## src/rtl/chunked_adder.sv

```systemverilog
// chunked_adder: multi-cycle adder summing CHUNK bits per clock, LSB chunk first.
// Define CHUNKED_ADDER_SUB_EN to add a 'sub' port selecting a - b.
module chunked_adder #(
    parameter int WIDTH = 8,
    parameter int CHUNK = 2
) (
    input  logic             clk,
    input  logic             rst_n,
    input  logic             in_valid,
    output logic             in_ready,
    input  logic [WIDTH-1:0] a,
    input  logic [WIDTH-1:0] b,
    input  logic             cin,
`ifdef CHUNKED_ADDER_SUB_EN
    input  logic             sub,
`endif
    output logic             out_valid,
    input  logic             out_ready,
    output logic [WIDTH-1:0] s,
    output logic             cout,
    output logic             busy
);
    localparam int NCHUNK = WIDTH / CHUNK;
    localparam int CW = NCHUNK > 1 ? $clog2(NCHUNK) : 1;

    typedef enum logic [1:0] {IDLE, RUN, DONE} state_t;

    state_t           r_state;
    state_t           w_next;
    logic [WIDTH-1:0] r_a;
    logic [WIDTH-1:0] r_b;
    logic [WIDTH-1:0] r_s;
    logic             r_carry;
    logic             r_cout;
    logic [CW-1:0]    r_cnt;
    logic [WIDTH-1:0] w_b_in;
    logic             w_c_in;
    logic [31:0]      w_lo;
    logic [CHUNK:0]   w_sum;
    logic             w_last;

    // Subtraction is folded into the operands at accept time: a + ~b + 1.
`ifdef CHUNKED_ADDER_SUB_EN
    assign w_b_in = sub ? ~b : b;
    assign w_c_in = sub | cin;
`else
    assign w_b_in = b;
    assign w_c_in = cin;
`endif

    assign w_lo   = CHUNK * 32'(r_cnt);
    assign w_sum  = {1'b0, r_a[w_lo +: CHUNK]} + {1'b0, r_b[w_lo +: CHUNK]} + {{CHUNK{1'b0}}, r_carry};
    assign w_last = r_cnt == CW'(NCHUNK - 1);

    assign in_ready  = r_state == IDLE;
    assign out_valid = r_state == DONE;
    assign busy      = r_state != IDLE;
    assign s         = r_s;
    assign cout      = r_cout;

    always_comb begin
        w_next = r_state;
        case (r_state)
            IDLE:    w_next = in_valid ? RUN : IDLE;
            RUN:     w_next = w_last ? DONE : RUN;
            DONE:    w_next = out_ready ? IDLE : DONE;
            default: w_next = IDLE;
        endcase
    end

    always_ff @(posedge clk or negedge rst_n) begin
        if (!rst_n) begin
            r_state <= IDLE;
            r_a     <= '0;
            r_b     <= '0;
            r_s     <= '0;
            r_carry <= 1'b0;
            r_cout  <= 1'b0;
            r_cnt   <= '0;
        end else begin
            r_state <= w_next;
            if (r_state == IDLE && in_valid) begin
                r_a     <= a;
                r_b     <= w_b_in;
                r_carry <= w_c_in;
                r_cnt   <= '0;
                r_s     <= '0;
            end else if (r_state == RUN) begin
                r_s[w_lo +: CHUNK] <= w_sum[CHUNK-1:0];
                r_carry            <= w_sum[CHUNK];
                r_cnt              <= r_cnt + CW'(1);
                if (w_last) r_cout <= w_sum[CHUNK];
            end
        end
    end
endmodule

```

## config.mk

```make
export PLATFORM = sky130hd
export DESIGN_NAME = chunked_adder
export DESIGN_NICKNAME = d
export VERILOG_FILES = /design/src/rtl/chunked_adder.sv
export SDC_FILE = /design/constraint.sdc
export NUM_CORES = 1
export LEC_CHECK = 0
export CORE_UTILIZATION = 25
export CTS_BUF_LIST = sky130_fd_sc_hd__clkbuf_8
export DETAILED_ROUTE_END_ITERATION = 7
export PLACE_DENSITY = 0.52
export SYNTH_ARGS = -nofsm -noshare
export SYNTH_HDL_FRONTEND = slang
export SYNTH_SLANG_ARGS = --single-unit
```

## constraint.sdc

```tcl
create_clock -name clk -period 4.2 [get_ports clk]
set_input_delay 0.63 -clock clk [delete_from_list [all_inputs] [get_ports clk]]
set_output_delay 0.63 -clock clk [all_outputs]
set_load 0.02 [all_outputs]
```

* Word level (Yosys, flattened, before mapping) *
Cells that the tools add are included.

storage, ports and cells
  output and inout bits = 12
  input bits = 21
  logic and storage cells = 35
  register bits after elaboration = 30

operators by class
  bitwise operators = 1
  reductions and logical operators = 5
  shifts and indexed selects = 4
  multiplexer cells = 11
  equal/unequal tests = 3
  $add $sub $neg = 4

operators by type and width
  operator                count
  $neg 3->34              1
  $shift 2x34->8 const A  1
  $shiftx 2x34->8         1
  $mux 8                  2
  $shiftx 8x4->2          2
  $bwmux 8                1
  $mux 2                  4
  $pmux 2 s3              1
  $eq 2x2->1 const B      2
  $reduce_bool 2->1       2
  $add 2x2->3             1
  $add 3x1->3             1
  $mux 1                  3
  $reduce_and 3->1        1
  $add 2x1->2 const B     1
  $eq 2x1->1 const B      1
  $logic_not 2->1         1
  $logic_and 1x1->1       1
  $not 1->1               1

* Depth between registers and ports, before layout *
Gate-level depths: netlist (run 1).

  depth after elaboration = 7
  gate-level depth with buffers = 6
  depth with buffers taken out = 5

* Least setup slack after synthesis (run 1) *
OpenSTA, ideal clock, no wires.

  path type = register to register
  start point = register r_cnt[0]
  end point = register r_s[1] (netlist: s[1])
  stages on the path, launching flop included = 7
  setup time = 77 ps
  data arrival time = 2532 ps
  clock period less this slack = 2610 ps
  path buffers = 1
  path slack = 1590 ps
  required time = 4123 ps
  cell sequence = dfrtp_1 > buf_4 > mux4_2 > fa_1 > fa_1 > or4b_1 > a21oi_1

between the ends
  word-level cells in the longest chain between the ends = 7
  elaborated cells between the ends (all ways) = 10
  those cells by class = add/sub: 3; shift: 4; mux: 3

RTL lines
  item                             line  source
  from (decl)                      35    logic [CW-1:0] r_cnt;
  from (signal assigned)           91    r_cnt <= r_cnt + CW'(1);
  $shiftx 8x4->2                   52    assign w_sum = {1'b0, r_a[w_lo +: CHUNK]} + {1'b0, r_b[w_lo +: CHUNK]} + {{CHUNK{1'b0}}, r_carry};
  $add 2x2->3                      52
  $add 3x1->3                      52
  $shiftx 2x34->8                  89    r_s[w_lo +: CHUNK] <= w_sum[CHUNK-1:0];
  $bwmux 8 (*)                     89
  $mux 8 (*)                       88    end else if (r_state == RUN) begin
  $mux 8 (*)                       82    if (r_state == IDLE && in_valid) begin
  to (signal, indexed assignment)  89
  to (decl)                        32    logic [WIDTH-1:0] r_s;

Mark *: on every way between the ends. The rest lies on a longest branch, timed or not. The select of a mux whose other input is x is not followed.
A chain may end at the register's enable or synchronous reset.

* Worst setup path in the final report (run 1) *
Same ends and word-level chain as after synthesis.

==> impl_metrics.json, run 1 <==
{
  "drc": 0,
  "period_utilization": 0.6759,
  "number_of_instances_resized_during_post_cts_repair": 0,
  "core_um2": 5608,
  "vias": 1010,
  "antenna_cells": 0,
  "largest_net_degree_at_the_start_of_global_routing": 31,
  "via_per_inst": 4.633,
  "drt-total-wl_mm": 2.953,
  "hold_critical_path_depth": 1,
  "worst_pin_slew_ns": 0.4333,
  "ant_nets": 0,
  "portBuffers": 32,
  "cts-buffers-inserted": 5,
  "num_rows": 27,
  "floorplan.initialDensity": 0.2648,
  "place.detailed.instances": 211,
  "worst_setup_path_startpoint": "r_cnt[0]$_DFFE_PN0P_",
  "vias_in_the_first_global_route": 1054,
  "cts_setup_buffers": 0,
  "arrival_ns": 3.05,
  "pin_count": 33,
  "route.detailed.wl_per_inst_um": 13.55,
  "critical_path_cell_list": "mux4_2, fa_1, fa_1, or4b_1, a21oi_1",
  "layoutNonFillerInstCount": 218,
  "design.final.nets": 173,
  "final_layout_size_suffix_gt1_frac": 0.2329,
  "power.static_leakage_nw": 0.8040,
  "timing.max_cap.violations": 0,
  "run_status": "finished clean",
  "cts_hold_repair.buffers": 0,
  "grt_pass1_wl_mm": 5.064,
  "hold_path_end": "s[6]$_DFFE_PN0P_",
  "tns_ns": 0,
  "globalRouteOverflowTotal": 0,
  "layout.filler_cells": 563,
  "drt_first_iter_violations": 44,
  "rr_worst_depth": 5,
  "slew_headroom": 0.7070,
  "ir_worst_vdd_uv": 265.6,
  "rsz_0062_raised_after_global_routing": "no",
  "path_class": "register to register",
  "clkSlewWorstSetupHoldPaths_ns": 0.06,
  "min_path_type": "register to register",
  "worst_path_most_repeated_cell": "sky130_fd_sc_hd__fa_1",
  "synth.ff_latch_count": 30,
  "die_h_um": 79.08,
  "slowest_stage_cell_cp": "sky130_fd_sc_hd__dfrtp_1",
  "report.final.setup_viol": 0,
  "drt_first_pass_iters": 4,
  "globalRouteTotalUtil": 0.1079,
  "timing.reg2reg.setup_slack_ns": 1.36,
  "synth_fp_nets": 138,
  "critPathCaptureType": "register",
  "start_kind": "register",
  "die_area_um2": 6253,
  "r2r_start": "r_cnt[0]$_DFFE_PN0P_",
  "netlist-cell-type-count": 29,
  "crit_family": "adder cells",
  "powerDensity_nw_per_um2": 759.8,
  "endpoint_of_the_worst_register_to_register_path": "s[1]$_DFFE_PN0P_",
  "die_width_um": 79.08,
  "clock-skew-final_ns": 0.006191,
  "antenna_found_initial": 0,
  "post-route-min-period_ns": 2.839,
  "ys_seq_area_frac": 0.5055,
  "synthesis.yosys.warnings": 0,
  "fmax_ghz": 0.3523,
  "cts-root-buf": "sky130_fd_sc_hd__clkbuf_8",
  "area.growth.synth_to_final_pct": 30.83,
  "syn_inst": 111,
  "slew_violations": 0,
  "cts_sinks": 30,
  "syn_avg_cell_area_um2": 13.38,
  "critical_path_required_ns": 4.41,
  "slowest_delay_ns": 0.61,
  "detailed_placement_wirelength_estimate_mm": 2.206,
  "htreeDepth": 2,
  "ctsLongestPathBuffers": 2,
  "gp_congestion": 0.7414,
  "tritoncts": "done",
  "worst_path_buf_inv": 0,
  "critical_path_peak_fanout": 11,
  "final_hold_viol_count": 0,
  "syn_std_cell_area_um2": 1485,
  "worstHoldStart": "s[6]$_DFFE_PN0P_",
  "clk-insertion-delay-late_ns": 0.28
}
-- cell type report --
class | instances | area, um2 | area share
clock buffer | 5 | 68.82 | 0.03542
inverter | 4 | 15.01 | 0.007727
sequential | 30 | 750.7 | 0.3863
tap | 72 | 90.09 | 0.04636
timing repair buffer | 34 | 335.3 | 0.1726
clock inverter | 2 | 10.01 | 0.005151
multi-input combinational | 71 | 673.1 | 0.3464
-- routing by layer --
| layer | vias up | share of wire | GRT usage |
|---|---|---|---|
| li1 | 473 | - | - |
| met1 | 505 | 0.44 | 0.1298 |
| met2 | 27 | 0.49 | 0.1733 |
| met3 | 5 | 0.049 | 0.02874 |
| met4 | 0 | 0.021 | 0.06182 |
| met5 | - | 0 | 0 |
-- cells in the final DEF (no fill, tap or decap), types with 2 or more instances in the layout --
| cell | synthesis | final |
|---|---|---|
| sky130_fd_sc_hd__clkdlybuf4s50_1 | 0 | 32 |
| sky130_fd_sc_hd__mux2_2 | 17 | 17 |
| sky130_fd_sc_hd__buf_4 | 4 | 2 |
| sky130_fd_sc_hd__nand2b_1 | 4 | 4 |
| sky130_fd_sc_hd__dfrtp_1 | 30 | 30 |
| sky130_fd_sc_hd__nand3b_1 | 2 | 2 |
| sky130_fd_sc_hd__or4b_1 | 3 | 3 |
| sky130_fd_sc_hd__nand2_1 | 10 | 10 |
| sky130_fd_sc_hd__mux4_2 | 4 | 4 |
| sky130_fd_sc_hd__fa_1 | 2 | 2 |
| sky130_fd_sc_hd__a21oi_1 | 7 | 7 |
| sky130_fd_sc_hd__a22o_1 | 3 | 3 |
| sky130_fd_sc_hd__clkbuf_8 | 0 | 5 |
| sky130_fd_sc_hd__nor4b_1 | 2 | 2 |
| sky130_fd_sc_hd__clkinv_2 | 0 | 2 |
| sky130_fd_sc_hd__inv_1 | 3 | 3 |
| sky130_fd_sc_hd__nand4_1 | 2 | 2 |
| sky130_fd_sc_hd__ha_1 | 4 | 4 |
-- state kept, by name, summed over array words and instances, names as in the netlist --
register	flops
r_a	8
r_cnt	2
s	8
r_state	2
r_carry	1
cout	1
r_b	8
-- worst max path at each step --
stage,depth (start not counted),slack [ns],end
2_1_floorplan,6,1.59,s[1]$_DFFE_PN0P_
3_3_place_gp,5,1.40,s[1]$_DFFE_PN0P_
3_5_place_dp,5,1.36,s[1]$_DFFE_PN0P_
4_1_cts,5,1.33,s[1]$_DFFE_PN0P_
5_1_grt,5,1.21,s[1]$_DFFE_PN0P_
6_report,5,1.36,s[1]$_DFFE_PN0P_
-- metrics by stage --
stage	utilization	instance area, um2	setup WS (ns)	total power, mW	hold slack (ns)
2_1_floorplan	-	1485	1.590	1.069	0.3344
5_1_grt	0.3465	1943	1.209	1.585	0.5169
3_5_place_dp	0.3324	1864	1.361	1.276	0.4828
6_report	0.3465	1943	1.361	1.476	0.4836
3_3_place_gp	0.3324	1864	1.396	1.265	0.4788
4_1_cts	0.3465	1943	1.333	1.494	0.4927
-- synth_stat cells --
master | count | area [um2]
sky130_fd_sc_hd__a21o_1 | 1 | 7.510
sky130_fd_sc_hd__a21oi_1 | 7 | 35.03
sky130_fd_sc_hd__a221o_1 | 1 | 10.01
sky130_fd_sc_hd__a22o_1 | 3 | 26.28
sky130_fd_sc_hd__a32o_1 | 1 | 10.01
sky130_fd_sc_hd__and2b_1 | 1 | 7.510
sky130_fd_sc_hd__buf_2 | 1 | 5.000
sky130_fd_sc_hd__buf_4 | 4 | 30.03
sky130_fd_sc_hd__buf_6 | 1 | 11.26
sky130_fd_sc_hd__dfrtp_1 | 30 | 750.7
sky130_fd_sc_hd__fa_1 | 2 | 40.04
sky130_fd_sc_hd__ha_1 | 4 | 50.05
sky130_fd_sc_hd__inv_1 | 3 | 11.26
sky130_fd_sc_hd__inv_2 | 1 | 3.750
sky130_fd_sc_hd__mux2_2 | 17 | 191.4
sky130_fd_sc_hd__mux4_2 | 4 | 90.09
sky130_fd_sc_hd__nand2_1 | 10 | 37.54
sky130_fd_sc_hd__nand2b_1 | 4 | 25.02
sky130_fd_sc_hd__nand3b_1 | 2 | 15.01
sky130_fd_sc_hd__nand3b_4 | 1 | 20.02
sky130_fd_sc_hd__nand4_1 | 2 | 12.51
sky130_fd_sc_hd__nor3b_1 | 1 | 7.510
sky130_fd_sc_hd__nor3b_2 | 1 | 12.51
sky130_fd_sc_hd__nor4b_1 | 2 | 17.52
sky130_fd_sc_hd__o21ai_0 | 1 | 5.000
sky130_fd_sc_hd__o21bai_1 | 1 | 7.510
sky130_fd_sc_hd__o2bb2ai_1 | 1 | 8.760
sky130_fd_sc_hd__or2_2 | 1 | 6.260
sky130_fd_sc_hd__or4b_1 | 3 | 30.03
-- power breakdown --
part / switching [mW] / internal (mW) / total [mW] / leakage [nW]
sequential: 0.116 / 0.416 / 0.532 / 0.373
combinational: 0.322 / 0.405 / 0.727 / 0.388
clock: 0.106 / 0.111 / 0.217 / 0.0438
-- cell families (layout without fill, tap and decap cells) --
logic type	after synthesis	count (layout)	synth area share
buffers and inverters	10	45	0.04127
AND/OR/NAND/NOR	28	28	0.1289
multiplexers	21	21	0.1896
flip-flops	30	30	0.5055
AO/OA/AOI/OAI	16	16	0.07414
adder cells (fa/ha/maj)	6	6	0.06066
Note: power is estimated with default switching activity, not from simulation.
==> run 2, diff against run 1 <==
==> constraint.sdc (replaced) <==
create_clock -name clk -period 2.95 [get_ports clk]
set_input_delay 0.4425 -clock clk [delete_from_list [all_inputs] [get_ports clk]]
set_output_delay 0.4425 -clock clk [all_outputs]
set_load 0.02 [all_outputs]
==> run 2 against run 1 <==
Effect of this change:
- cell area rose by 0.77%
- clock skew hardly changed
- wire length increased by 8.2%
- via count grew 0.89%
- power is 46% higher
- largest power group unchanged
- die area is the same
- sequential power is 41% higher
- clock power rose by 41%
- highest routed layer unchanged
- critical endpoint unchanged
==> impl_metrics.json, run 2 (same netlist as run 1, synthesis figures left out) <==
{
  "run_status": "finished clean",
  "powerDensity_nw_per_um2": 1097,
  "cts_setup_buffers": 0,
  "die_width_um": 79.08,
  "die_area_um2": 6253,
  "core_um2": 5608,
  "vias": 1019,
  "num_rows": 27,
  "tritoncts": "done",
  "slowest_delay_ns": 0.56,
  "fmax_ghz": 0.3763,
  "mostFrequentLayoutCells": "32 x sky130_fd_sc_hd__clkdlybuf4s50_1, 30 x sky130_fd_sc_hd__dfrtp_1, 17 x sky130_fd_sc_hd__mux2_2",
  "htreeDepth": 2,
  "setup_slack_ns": 0.2927,
  "cts-root-buf": "sky130_fd_sc_hd__clkbuf_8",
  "gp_congestion": 0.7710,
  "cts-buffers-inserted": 5,
  "rsz_0062_raised_after_global_routing": "no",
  "globalRouteTotalUtil": 0.1148,
  "ant_nets": 0,
  "ctsLongestPathBuffers": 2,
  "drt-total-wl_mm": 3.195,
  "slew_violations": 0,
  "clkSlewWorstSetupHoldPaths_ns": 0.06,
  "report.final.setup_viol": 0,
  "worstHoldStart": "s[6]$_DFFE_PN0P_",
  "drc": 0,
  "critical_path_cell_list": "mux4_2, fa_1, fa_1, or4b_1, a21oi_1",
  "slowest_stage_cell_cp": "sky130_fd_sc_hd__fa_1",
  "globalRouteOverflowTotal": 0,
  "start_kind": "register",
  "drt_first_pass_iters": 4,
  "die_h_um": 79.08,
  "path_class": "register to register",
  "final_hold_viol_count": 0,
  "critical_path_peak_fanout": 4,
  "grt_pass1_wl_mm": 5.313,
  "tns_ns": 0,
  "floorplan.initialDensity": 0.2648,
  "critPathCaptureType": "register",
  "power.static_leakage_nw": 0.8142,
  "clock-skew-final_ns": 0.006350,
  "pin_count": 33,
  "timing.max_cap.violations": 0,
  "vias_in_the_first_global_route": 1100,
  "worst_pin_slew_ns": 0.5198,
  "arrival_ns": 2.86,
  "cts_hold_repair.buffers": 0,
  "slew_headroom": 0.6486,
  "ir_worst_vdd_uv": 342.5,
  "worst_setup_path_startpoint": "r_cnt[0]$_DFFE_PN0P_",
  "worst_path_most_repeated_cell": "sky130_fd_sc_hd__fa_1",
  "detailed_placement_wirelength_estimate_mm": 2.373,
  "r2r_start": "r_cnt[0]$_DFFE_PN0P_",
  "mostFrequentLayoutCell": "sky130_fd_sc_hd__clkdlybuf4s50_1",
  "area.growth.synth_to_final_pct": 31.85,
  "via_per_inst": 4.632,
  "antenna_cells": 0,
  "period_utilization": 0.9008,
  "post-route-min-period_ns": 2.657,
  "antenna_found_initial": 0,
  "cts_sinks": 30,
  "design.final.nets": 175,
  "pre_cts_ws_ns": 0.3191,
  "clk-insertion-delay-late_ns": 0.28,
  "min_path_type": "register to register",
  "number_of_instances_resized_during_post_cts_repair": 0,
  "largest_net_degree_at_the_start_of_global_routing": 31,
  "portBuffers": 32,
  "final_layout_size_suffix_gt1_frac": 0.2432,
  "drt_first_iter_violations": 39,
  "critical_path_required_ns": 3.15,
  "route.detailed.wl_per_inst_um": 14.52
}
==> run 2: path summary, 6_finish.rpt <==
kind | end | slack (ns) | cells past startpoint
max | s[1]$_DFFE_PN0P_ | 0.29 | 5
min | s[6]$_DFFE_PN0P_ | 0.49 | 1
max reg2reg | s[1]$_DFFE_PN0P_ | 0.29 | 5
min reg2reg | s[6]$_DFFE_PN0P_ | 0.49 | 1
max in group asynchronous | s[0]$_DFFE_PN0P_ | 2.10 | 2
min in group asynchronous | r_state[1]$_DFF_PN0_ | 0.56 | 2
==> run 2: per-layer routing <==
| layer | up-vias | GRT usage | wire [um] |
|---|---|---|---|
| met5 | - | 0 | 0 |
| met4 | 0 | 0.05273 | 40 |
| met3 | 5 | 0.03103 | 188 |
| met2 | 36 | 0.1897 | 1599 |
| met1 | 507 | 0.1385 | 1368 |
| li1 | 471 | - | - |
==> run 2: worst max-delay path: cells and delay by family (launching register included) <==
family	cells	cell delay (ns)
adder cells (fa/ha/maj)	2	0.98
multiplexers	1	0.55
flip-flops	1	0.46
AND/OR/NAND/NOR	1	0.44
AO/OA/AOI/OAI	1	0.15
==> run 2: power breakdown <==
part | switching [mW] | total (mW) | internal, mW
clock | 0.147 | 0.305 | 0.158
sequential | 0.154 | 0.748 | 0.593
combinational | 0.503 | 1.10 | 0.593
==> run 2: area by class of cell <==
cell class / count / area [um2]
fillers: 579 / 3650
well taps: 72 / 90.09
multi-input cells: 71 / 673.1
repair buffers: 36 / 350.3
flip-flops and latches: 30 / 750.7
clock inverters: 2 / 10.01
inverters: 4 / 15.01
clock buffers: 5 / 68.82
==> run 2: metrics by stage <==
step / cell area [um2] / util / cells / hold WS, ns / total power [mW]
finish: 1958 / 0.3492 / 220 / 0.4949 / 2.149
global route: 1958 / 0.3492 / 220 / 0.5136 / 2.307
CTS: 1958 / 0.3492 / 220 / 0.4976 / 2.167
detailed placement: 1879 / 0.3351 / 213 / 0.4790 / 1.846
global placement: 1879 / 0.3351 / 213 / 0.4784 / 1.813
floorplan: 1485 / - / 111 / 0.1469 / 1.521
==> run 3, diff against run 2 <==
--- a/config.mk
+++ b/config.mk
@@ -8,7 +8,7 @@
 export CORE_UTILIZATION = 25
 export CTS_BUF_LIST = sky130_fd_sc_hd__clkbuf_8
 export DETAILED_ROUTE_END_ITERATION = 7
-export PLACE_DENSITY = 0.52
+export PLACE_DENSITY = 0.46
 export SYNTH_ARGS = -nofsm -noshare
 export SYNTH_HDL_FRONTEND = slang
 export SYNTH_SLANG_ARGS = --single-unit
==> run 3 against run 2 <==
Effect of this change:
- first-iteration DRC count is 7.7% lower
- fmax is 0.71% lower
- non-clock buffer count unchanged
- core utilization grew 0.067 points
- clock power up 5%
- die area is the same
- clock skew is 0.00077 ns higher
- critical endpoint unchanged
- largest cell class unchanged
- highest routed layer unchanged
==> impl_metrics.json, run 3 (same netlist as run 1, synthesis figures left out) <==
{
  "run_status": "finished clean",
  "powerDensity_nw_per_um2": 1096,
  "timing.reg2reg.setup_slack_ns": 0.27,
  "arrival_ns": 2.88,
  "core_um2": 5608,
  "number_of_instances_resized_during_post_cts_repair": 0,
  "critical_path_cell_list": "mux4_2, fa_1, fa_1, or4b_1, a21oi_1",
  "tritoncts": "done",
  "via_per_inst": 4.575,
  "design.final.nets": 175,
  "hold_critical_path_depth": 1,
  "vias": 1002,
  "hold_path_end": "s[6]$_DFFE_PN0P_",
  "portBuffers": 32,
  "detailed_placement_wirelength_estimate_mm": 2.277,
  "tns_ns": 0,
  "die_area_um2": 6253,
  "start_kind": "register",
  "worst_pin_slew_ns": 0.4228,
  "clkSlewWorstSetupHoldPaths_ns": 0.06,
  "cts-buffers-inserted": 5,
  "rr_worst_depth": 5,
  "min_path_type": "register to register",
  "pin_count": 33,
  "die_h_um": 79.08,
  "slew_headroom": 0.7181,
  "critPathCaptureType": "register",
  "grt_pass1_wl_mm": 5.285,
  "globalRouteOverflowTotal": 0,
  "floorplan.initialDensity": 0.2648,
  "drc": 0,
  "worst_path_most_repeated_cell": "sky130_fd_sc_hd__fa_1",
  "cts_setup_buffers": 0,
  "mostFrequentLayoutCells": "32 x sky130_fd_sc_hd__clkdlybuf4s50_1, 30 x sky130_fd_sc_hd__dfrtp_1, 17 x sky130_fd_sc_hd__mux2_2",
  "cts-root-buf": "sky130_fd_sc_hd__clkbuf_8",
  "htreeDepth": 2,
  "globalRouteTotalUtil": 0.1140,
  "endpoint_of_the_worst_register_to_register_path": "s[1]$_DFFE_PN0P_",
  "final_hold_viol_count": 0,
  "drt-total-wl_mm": 2.984,
  "gp_congestion": 0.7682,
  "period_utilization": 0.9072,
  "cts_hold_repair.buffers": 0,
  "slowest_stage_cell_cp": "sky130_fd_sc_hd__fa_1",
  "antenna_cells": 0,
  "slowest_delay_ns": 0.58,
  "power.static_leakage_nw": 0.8135,
  "place.detailed.instances": 213,
  "timing.max_cap.violations": 0,
  "rsz_0062_raised_after_global_routing": "no",
  "die_width_um": 79.08,
  "path_class": "register to register",
  "r2r_start": "r_cnt[0]$_DFFE_PN0P_",
  "ant_nets": 0,
  "antenna_found_initial": 0,
  "worstHoldStart": "s[6]$_DFFE_PN0P_",
  "cts_sinks": 30,
  "area.growth.synth_to_final_pct": 32.10,
  "ir_worst_vdd_uv": 370.8,
  "clock-skew-final_ns": 0.007116,
  "layoutNonFillerInstCount": 219,
  "num_rows": 27,
  "utilization": 0.3498,
  "clk-insertion-delay-late_ns": 0.28,
  "post-route-min-period_ns": 2.676,
  "largest_net_degree_at_the_start_of_global_routing": 31,
  "final_layout_size_suffix_gt1_frac": 0.2381,
  "report.final.setup_viol": 0,
  "fmax_ghz": 0.3736,
  "critical_path_required_ns": 3.15,
  "mostFrequentLayoutCell": "sky130_fd_sc_hd__clkdlybuf4s50_1",
  "drt_first_pass_iters": 4,
  "ctsLongestPathBuffers": 2,
  "slew_violations": 0,
  "vias_in_the_first_global_route": 1102,
  "critical_path_peak_fanout": 4,
  "drt_first_iter_violations": 36,
  "route.detailed.wl_per_inst_um": 13.63
}
run 3: cell count changes in the layout (fill, tap and decap cells not counted), sizes merged:
cell and change:
clkbuf +1, clkinv -2
run 3: worst max-delay path by stage:
stage,start,end,slack [ns],cells past startpoint
floorplan,r_cnt[0]$_DFFE_PN0P_,s[1]$_DFFE_PN0P_,0.34,6
global placement,r_cnt[0]$_DFFE_PN0P_,s[1]$_DFFE_PN0P_,0.34,5
detailed placement,r_cnt[0]$_DFFE_PN0P_,s[1]$_DFFE_PN0P_,0.27,5
CTS,r_cnt[0]$_DFFE_PN0P_,s[1]$_DFFE_PN0P_,0.25,5
global route,r_cnt[0]$_DFFE_PN0P_,s[1]$_DFFE_PN0P_,0.13,5
finish,r_cnt[0]$_DFFE_PN0P_,s[1]$_DFFE_PN0P_,0.27,5
run 3: final cells by class:
| class | instances | area (um2) |
|---|---|---|
| fill | 572 | 3646 |
| sequential | 30 | 750.7 |
| multi-input combinational | 71 | 673.1 |
| timing repair buffer | 36 | 350.3 |
| tap | 72 | 90.09 |
| clock buffer | 6 | 82.58 |
| inverter | 4 | 15.01 |
run 3: metrics by stage:
step	power (mW)	cell area (um2)	worst slack, ns	hold slack (ns)
2_1_floorplan	1.521	1485	0.3404	0.1469
3_3_place_gp	1.835	1879	0.3368	0.4761
3_5_place_dp	1.856	1879	0.2739	0.4810
4_1_cts	2.187	1962	0.2455	0.4992
5_1_grt	2.317	1962	0.1292	0.5152
6_report	2.150	1962	0.2736	0.4948
run 3: critical path: cells and delay by family, from the launching register on:
| kind | cells | cell delay [ns] |
|---|---|---|
| multiplexers | 1 | 0.54 |
| adder cells (fa/ha/maj) | 2 | 1.00 |
| AND/OR/NAND/NOR | 1 | 0.45 |
| AO/OA/AOI/OAI | 1 | 0.15 |
| flip-flops | 1 | 0.46 |
run 3: routing by layer:
layer,track usage,wire length (um),vias to the layer above
li1,-,-,469
met4,0.04909,54,0
met3,0.03448,146,6
met5,0,0,-
met1,0.1365,1295,497
met2,0.1888,1487,30
run 3: power by group:
part           total (mW)  switching [mW]  internal, mW  leakage (nW)
sequential          0.749           0.156         0.594         0.373
clock               0.320           0.140         0.179        0.0431
combinational        1.08           0.488         0.593         0.398
total                2.15           0.784          1.37         0.814
